==> src/rtl/shift_reg_ctrl.sv <==
// Sequencer and round-robin two-way arbiter in front of a WIDTH-bit SIPO shift register.
// Optional readback compare is enabled by defining SHIFT_REG_CTRL_CHECK_EN.
module shift_reg_ctrl #(
  parameter int WIDTH = 4
) (
  input  logic             clk,
  input  logic             clr,
  input  logic [1:0]       req,
  input  logic [WIDTH-1:0] data0,
  input  logic [WIDTH-1:0] data1,
  output logic [1:0]       gnt,
  output logic             busy,
  output logic             sr_d,
  output logic             sr_pr,
  output logic             sr_clr,
  input  logic [WIDTH-1:0] sr_q,
  output logic             done,
  output logic             done_id,
  output logic             check_ok
);

  typedef enum logic [1:0] {
    IDLE  = 2'd0,
    CLEAR = 2'd1,
    SHIFT = 2'd2,
    CHECK = 2'd3
  } state_t;

  localparam int CW = (WIDTH > 1) ? $clog2(WIDTH) : 1;
  localparam logic [CW-1:0] CNT_LAST = CW'(WIDTH - 1);

  state_t           state, state_nxt;
  logic [CW-1:0]    cnt, cnt_nxt;
  logic [WIDTH-1:0] word, word_nxt;
  logic             id, id_nxt;
  logic             last, last_nxt;
  logic             winner;

  // Contention goes to whoever was not served last; a lone requester always wins.
  always_comb begin
    winner = req[1];
    if (req == 2'b11) winner = ~last;
  end

  // NOTE: every variable gets a default before the case so no path leaves it unassigned (no latches).
  always_comb begin
    state_nxt = state;
    cnt_nxt   = cnt;
    word_nxt  = word;
    id_nxt    = id;
    last_nxt  = last;
    case (state)
      IDLE: begin
        if (req != 2'b00) begin
          id_nxt    = winner;
          last_nxt  = winner;
          word_nxt  = winner ? data1 : data0;
          state_nxt = CLEAR;
        end
      end
      CLEAR: begin
        cnt_nxt   = '0;
        state_nxt = SHIFT;
      end
      SHIFT: begin
        if (cnt == CNT_LAST) begin
          cnt_nxt   = '0;
          state_nxt = CHECK;
        end else begin
          cnt_nxt = cnt + 1'b1;
        end
      end
      CHECK: begin
        state_nxt = IDLE;
      end
      default: begin
        state_nxt = IDLE;
      end
    endcase
  end

  // NOTE: reset is synchronous to clk; clr=0 at any edge aborts back to IDLE and re-arms last=1.
  always_ff @(posedge clk) begin
    if (!clr) begin
      state <= IDLE;
      cnt   <= '0;
      word  <= '0;
      id    <= 1'b0;
      last  <= 1'b1;
    end else begin
      state <= state_nxt;
      cnt   <= cnt_nxt;
      word  <= word_nxt;
      id    <= id_nxt;
      last  <= last_nxt;
    end
  end

  // Handshake outputs depend on registered state only.
  assign gnt     = (state == CLEAR) ? (id ? 2'b10 : 2'b01) : 2'b00;
  assign busy    = (state != IDLE);
  assign done    = (state == CHECK);
  assign done_id = done & id;

  // The register is held clear while the controller itself is in reset.
  assign sr_pr  = 1'b1;
  assign sr_clr = clr & (state != CLEAR);
  assign sr_d   = (state == SHIFT) ? word[CNT_LAST - cnt] : 1'b0;

`ifdef SHIFT_REG_CTRL_CHECK_EN
  assign check_ok = done & (sr_q == word);
`else
  logic unused_sr_q;
  assign unused_sr_q = ^sr_q;
  assign check_ok    = done;
`endif

endmodule

==> config.mk <==
export PLATFORM = sky130hd
export DESIGN_NAME = shift_reg_ctrl
export DESIGN_NICKNAME = d
export VERILOG_FILES = /design/src/rtl/shift_reg_ctrl.sv
export SDC_FILE = /design/constraint.sdc
export NUM_CORES = 1
export LEC_CHECK = 0
export CORE_MARGIN = 3
export CORE_UTILIZATION = 35
export DETAILED_ROUTE_END_ITERATION = 7
export PLACE_DENSITY = 0.7
export SLEW_MARGIN = 20
export SYNTH_ARGS = -nofsm -noshare
export SYNTH_HDL_FRONTEND = slang
export SYNTH_SLANG_ARGS = --single-unit
==> constraint.sdc <==
create_clock -name clk -period 1.4 [get_ports clk]
set_input_delay 0.42 -clock clk [delete_from_list [all_inputs] [get_ports clk]]
set_output_delay 0.42 -clock clk [all_outputs]
set_load 0.005 [all_outputs]
=== Word-level counts from Yosys, hierarchy flattened ===
Cells that the tools add are included.

* Bits in registers: 10
* Latch bits: 0
* Memory bits (writable): 0
* Bits in read-only memories: 0
* Input port bits: 16
* Output and inout bits: 9
* Logic and storage cells: 37
* Memories: 0

* $add $sub $neg: 2
* Multipliers: 0
* Div/mod/pow operators: 0
* $lt $le $gt $ge: 1
* Eq/ne operators: 8
* Shift operators: 0
* Muxes and demuxes: 12
* Bitwise logic cells: 3
* Reductions and logical operators: 6

{| class="wikitable"
|+ Operator list
! operator !! count
|-
| 2-bit two-way mux || 5
|-
| 2-bit == test (second input constant) || 4
|-
| 2-bit one-hot mux with 4 select lines || 1
|-
| 2-bit nonzero test || 3
|-
| 4-bit two-way mux || 1
|-
| 2-bit inequality test (second input constant) || 2
|-
| 2-bit one-hot mux with 2 select lines || 1
|-
| 2-bit AND reduction || 2
|-
| 2-bit by 3-bit less-than comparator with 1-bit output (second input constant) || 1
|-
| 1-bit two-way mux || 3
|-
| 2-bit by 1-bit adder with 2-bit output (second input constant) || 1
|-
| 1-bit AND || 2
|-
| 1-bit binary-select mux with 2-bit select || 1
|-
| 2-bit by 1-bit == test with 1-bit output (second input constant) || 1
|-
| 2-bit zero test || 1
|-
| 2-bit by 1-bit inequality test with 1-bit output (second input constant) || 1
|-
| 2-bit subtractor (first input constant) || 1
|-
| 1-bit NOT || 1
|}

=== Logic depth before layout (Yosys ltp) ===
Gate-level depths: netlist of the first run.

* Word-level depth: 4
* Gate-level depth with buffers: 5
* Mapped depth without buffers: 5

=== Least setup slack after synthesis of the first run ===
No wires, ideal clock.

* Path kind: register -> output
* From: register cnt[0]
* To: output sr_d
* Arrival time: 1.015 ns
* Required time: 0.980 ns
* Setup slack: -0.035 ns
* Stages on the path, launching flop included: 3
* Path buffers: 0
* Cell sequence: dfxtp_1 > mux4_2 > and2_1

* Longest elaborated chain between the ends: 4

{| class="wikitable"
|+ RTL lines
! element !! line !! source
|-
| start: declaration || 33 || <nowiki>logic [CW-1:0] cnt, cnt_nxt;</nowiki>
|-
| start signal: assignment || 92 || <nowiki>cnt <= cnt_nxt;</nowiki>
|-
| 2-bit subtractor || 108 || <nowiki>assign sr_d = (state == SHIFT) ? word[CNT_LAST - cnt] : 1'b0;</nowiki>
|-
| 1-bit binary-select mux with 2-bit select || 108 ||
|-
| 1-bit two-way mux (implied by the code) || 108 ||
|-
| 1-bit two-way mux || 108 ||
|-
| end: declaration || 13 || <nowiki>output logic sr_d,</nowiki>
|}

Every way passes these cells. The select of a mux whose other input is x is not followed.

=== Final worst setup path of the first run ===
Same ends and word-level chain as after synthesis.

==> flow_metrics.tcl, run 1 <==
set metrics [dict create \
    routed.top_layer "met4" \
    dp_hpwl_um 986 \
    drv_cap 0 \
    antenna_found_initial 0 \
    grt_pass1_vias 637 \
    arrival_ps 1340 \
    drcViolationCount 0 \
    ys_warn_count 0 \
    setup_ws_ps -363 \
    pwr-share-clk_pct 14.7 \
    max_freq_mhz 567 \
    r2r_cells 7 \
    first_pass_iters 3 \
    yosys.area.top_type_share_pct 32.3 \
    power_switching_mw 0.630 \
    syn_inst 65 \
    combPwrFrac_pct 60.4 \
    cts_hold_buf 0 \
    design_area_mm2 0.00118 \
    die-area_mm2 0.00231 \
    vias 638 \
    finalCriticalPeriod_ps 1760 \
    ir_worst_vdd_uv 901 \
    whs_path_depth 2 \
    nFillCells 112 \
    period_share_pct 126 \
    met3WireLength_um 89 \
    ys_seq_area_share_pct 32.3 \
    area_growth_pct 89.7 \
    multi_input_area_um2 507 \
    drtIter0Drc 3 \
    wl_mm 1.84 \
    initial_core_util_pct 38.9 \
    power_leakage_nw 0.518 \
    seqCellArea_um2 209 \
    cts_tree "yes" \
    skew_ps 10.3 \
    syn-cell-area_um2 621 \
    place_congestion 0.661 \
    boundaryPins 25 \
    status "finished, violations left" \
    track_usage_pct 17.1 \
    place_area_um2 891 \
    critPathSlowestCell "mux4_2" \
    cp_cell_sequence "mux4_2, and2_4, buf_6" \
    syn_nets 89 \
    post_route_cells_drive_above_1_share_pct 50.9 \
    die_w_um 48.1 \
    grt_pass1_wl_mm 2.59 \
    core-area_mm2 0.00159 \
    timing.final.hold_violations 0 \
    fin_nets 131 \
    cts.htree.levels 1 \
    num_rows 14 \
    cp-start-kind "flop" \
    slew_violations 0 \
    required_ps 980 \
    wl_per_cell_um 14.1 \
    path_class "flop to output pin" \
    finalSetupViolCount 10 \
    vias_per_cell 4.91 \
    yosys.area.top_type "dfxtp_1" \
    switching_share_pct 34.3 \
    grt_max_degree 13 \
    wirelength_met1_um 706 \
    fin_tns_setup_ps -1770 \
    seqPwrFrac_pct 24.9 \
    rsz0062_at_grt "yes" \
    cts.clk_slew.worst_paths_ps 70 \
    violations "setup timing" \
    route.antenna.remaining_nets 0 \
    die_height_um 48.1 \
    synthTopCellsByArea "dfxtp_1 32%, ha_1 16%, mux2i_1 9.7%, o21ai_0 4.8%, a21oi_1 4.0%" \
    p_per_area_mw_per_mm2 1560 \
    cpPeakStageDelay_ps 480 \
    io_buffers 19 \
    intPower_mw 1.21 \
    cp_max_fo 2 \
    avgSynthCellArea_um2 9.55 \
    endpoint_kind "output pin" \
    ys_types 22 \
    met2WireLength_um 952 \
    dp.cells 114 \
    globalRouteOverflowTotal 0 \
    min_path_type "flop to flop" \
    fin_cells 130 \
    numCtsBuffers 3 \
    cts.root.buffer_cell "clkbuf_4" \
    pre_cts_slack_ps -547 \
    clock_path_buffers 2 \
    clock_latency_ps 270 \
    cts_sinks 10 \
    synth_seq_cells 10 \
    whs_ps 537 \
    diodes 0 \
]
worst paths after layout:
check,end,slack (ps),from
worst max register to register,state[0],-50,state[1]
worst max-delay path,sr_d,-360,cnt[0]
worst min-delay path,word[3],540,word[3]
worst min register to register,word[3],540,word[3]
power groups by stage:
stage | Combinational [mW] | Sequential [mW] | Clock [mW]
5_1_grt | 1.19 | 0.467 | 0.288
4_1_cts | 0.950 | 0.446 | 0.273
3_3_place_gp | 0.609 | 0.436 | 0
6_report | 1.11 | 0.457 | 0.269
3_5_place_dp | 0.624 | 0.439 | 0
2_1_floorplan | 0.338 | 0.426 | 0
flip-flops by register name, indices dropped and copies added, names as in the netlist:
signal / count
last: 1
word: 4
cnt: 2
state: 2
id: 1
logic make-up after synthesis:
logic type	count (synthesis)	synth area share, %
AOI/OAI and AO/OA	17	18.3
adders and majority gates	8	16.1
buffers and inverters	7	5.44
DFF	10	32.3
muxes	7	13.3
other	1	0.604
and+or+nand+nor	15	13.9
worst max-delay path, delay by kind of cell, from the launching register on:
family / cells / cell delay, ps
muxes: 1 / 480
DFF: 1 / 340
and+or+nand+nor: 1 / 150
buffers and inverters: 1 / 110
synth_stat cells:
| cell | instances |
|---|---|
| a21boi_4 | 1 |
| o21ai_0 | 6 |
| nand2_1 | 4 |
| a21boi_0 | 2 |
| ha_1 | 8 |
| a21oi_1 | 5 |
| nand3_1 | 1 |
| nor4bb_1 | 1 |
| buf_4 | 2 |
| o32a_1 | 1 |
| dfxtp_1 | 10 |
| mux2i_1 | 6 |
| and2_1 | 3 |
| o21a_1 | 2 |
| clkbuf_1 | 1 |
| mux4_2 | 1 |
| nor2b_1 | 3 |
| nand2b_1 | 2 |
| and3_1 | 1 |
| inv_1 | 3 |
| inv_2 | 1 |
| conb_1 | 1 |
cell usage in the layout (no fill, tap or decap), types with 3 or more instances in the layout:
| cell | instances |
|---|---|
| a21oi_1 | 5 |
| nand2_1 | 4 |
| mux2i_1 | 6 |
| o21ai_0 | 4 |
| clkdlybuf4s50_1 | 8 |
| ha_1 | 3 |
| buf_6 | 14 |
| ha_4 | 5 |
| dfxtp_1 | 7 |
| buf_4 | 12 |
| clkbuf_4 | 3 |
| and2_4 | 3 |
final cells by class:
class | instances | share of cell area (%)
timing repair buffer | 39 | 31.2
multi-input combinational | 49 | 43.0
sequential | 10 | 17.7
tap | 24 | 2.55
inverter | 4 | 2.34
clock buffer | 4 | 3.08
stage by stage:
| stage | util [%] | power [mW] |
|---|---|---|
| 4_1_cts | 69.5 | 1.67 |
| 3_3_place_gp | 55.9 | 1.05 |
| 3_5_place_dp | 55.9 | 1.06 |
| 5_1_grt | 73.9 | 1.95 |
| 6_report | 73.9 | 1.84 |
| 2_1_floorplan | - | 0.764 |
routing by layer:
metal	track usage, %	up-vias
met3	2.95	8
met4	13.4	0
met1	16.9	303
met2	30.9	22
li1	-	305
met5	0	-
timing repair:
action / CTS / global route
pin swaps: 9 / 7
buffers inserted: 10 / 2
gates cloned: 0 / 1
resized for setup: 73 / 10
setup endpoints to repair: 15 / 16
Note: power is estimated with default switching activity, not from simulation.
==> run 2: changes to the inputs <==
DONT_BUFFER_PORTS = 1   (was default)
PLACE_DENSITY = default   (was 0.7)
==> flow_metrics.tcl, run 2 (same netlist as run 1, synthesis figures left out) <==
set metrics [dict create \
    cpPeakStageDelay_ps 480 \
    final_cell_mix "7 x dfxtp_1, 6 x mux2i_1, 6 x o21ai_0, 6 x buf_4, 5 x a21oi_1" \
    clock_latency_ps 270 \
    rsz0062_at_grt "yes" \
    place_area_um2 671 \
    cp_num_buf_inv 0 \
    intPower_mw 1.00 \
    setup_ws_ps -258 \
    skew_ps 8.97 \
    design_area_um2 862 \
    antenna_found_initial 0 \
    die_height_um 48.1 \
    seqPwrFrac_pct 30.7 \
    wl_per_cell_um 12.6 \
    post_route_cells_drive_above_1_share_pct 42.1 \
    area_growth_pct 38.9 \
    pwr-share-clk_pct 17.3 \
    power_switching_mw 0.507 \
    endpoint_kind "output pin" \
    arrival_ps 1240 \
    grt_pass1_wl_mm 1.97 \
    cts.clk_slew.worst_paths_ps 70 \
    fin_tns_setup_ps -498 \
    crit_family "multiplexers" \
    cts_sinks 10 \
    core-area_mm2 0.00159 \
    switching_share_pct 33.6 \
    fin_nets 101 \
    violations "setup timing" \
    max_freq_mhz 603 \
    grt_max_degree 14 \
    cts_hold_buf 0 \
    globalRouteOverflowTotal 0 \
    slew_violations 0 \
    clock_path_buffers 2 \
    layout.cells.most_common "dfxtp_1" \
    status "finished, violations left" \
    initial_core_util_pct 38.9 \
    period_share_pct 118 \
    route.antenna.remaining_nets 0 \
    required_ps 980 \
    place_congestion 0.687 \
    vias 484 \
    drtIter0Drc 0 \
    drcViolationCount 0 \
    critPathSlowestCell "mux4_2" \
    combPwrFrac_pct 52.0 \
    vias_per_cell 4.84 \
    power_leakage_nw 0.361 \
    first_pass_iters 1 \
    min_path_type "input pin to flop" \
    die_w_um 48.1 \
    timing.final.hold_violations 0 \
    regMostFlops "word" \
    cts.root.buffer_cell "clkbuf_4" \
    ir_worst_vdd_uv 923 \
    track_usage_pct 12.8 \
    cp_cell_sequence "mux4_2, and2_4" \
    io_buffers 0 \
    p_per_area_mw_per_mm2 1750 \
    drv_cap 0 \
    grt_pass1_vias 503 \
    diodes 0 \
    pre_cts_slack_ps 4.15 \
    fin_util_pct 54.1 \
    path_class "flop to output pin" \
    cts.htree.levels 1 \
    num_rows 14 \
    die-area_mm2 0.00231 \
    boundaryPins 25 \
    cts_tree "yes" \
    numCtsBuffers 3 \
    cp-start-kind "flop" \
    dp_hpwl_um 894 \
    largest_reg_flops 4 \
    wl_mm 1.26 \
    finalCriticalPeriod_ps 1660 \
    finalSetupViolCount 6 \
    cp_max_fo 2 \
    reg_top3 "word (4), cnt (2), state (2)" \
]
==> run 2: routing by layer <==
| layer | share of wire, % | track usage, % |
|---|---|---|
| met1 | 45 | 13.9 |
| met3 | 5.6 | 7.01 |
| met2 | 49 | 19.8 |
| met4 | 0.64 | 6.99 |
| met5 | 0 | 0 |
==> run 2: path summary, 6_finish.rpt <==
check,endpoint,slack (ps),start,cells after the start
setup reg to reg,state[1],90,state[1],6
setup / recovery,sr_d,-260,cnt[0],2
hold / removal,last,230,clr,1
hold reg to reg,cnt[1],510,cnt[1],2
==> run 2: power groups by stage <==
| stage | Combinational (mW) | Clock [mW] | Sequential [mW] |
|---|---|---|---|
| final | 0.786 | 0.261 | 0.465 |
| after global routing | 0.861 | 0.289 | 0.474 |
| after CTS | 0.751 | 0.271 | 0.448 |
| after detailed placement | 0.481 | 0 | 0.434 |
| after global placement | 0.468 | 0 | 0.431 |
| after floorplan | 0.338 | 0 | 0.426 |
==> run 2: area by class of cell <==
class	count	area, µm²
Inverter	4	27.5
Tap cell	24	30.0
Fill cell	139	732
Timing Repair Buffer	10	98.8
Clock buffer	4	36.3
Sequential cell	10	209
Multi-Input combinational cell	48	460
==> run 2: worst reg2reg max path, cell delays in order, from the launching register on <==
cell	delay (ps)
dfxtp_4	360
inv_8	80
ha_4	150
inv_4	30
buf_4	110
o32a_1	320
mux2i_1	130
==> run 2: metrics by stage <==
stage	cells	hold WS (ps)	total power [mW]
global route	100	227	1.62
CTS	100	228	1.47
global placement	91	494	0.899
floorplan	65	474	0.764
detailed placement	91	504	0.915
finish	100	235	1.51
==> run 2: repair_timing <==
item | 4_1_cts | 5_1_grt
buffers inserted | 5 | 0
resized for setup | 24 | 6
pin swaps | 4 | 2
setup endpoints to repair | 6 | 8
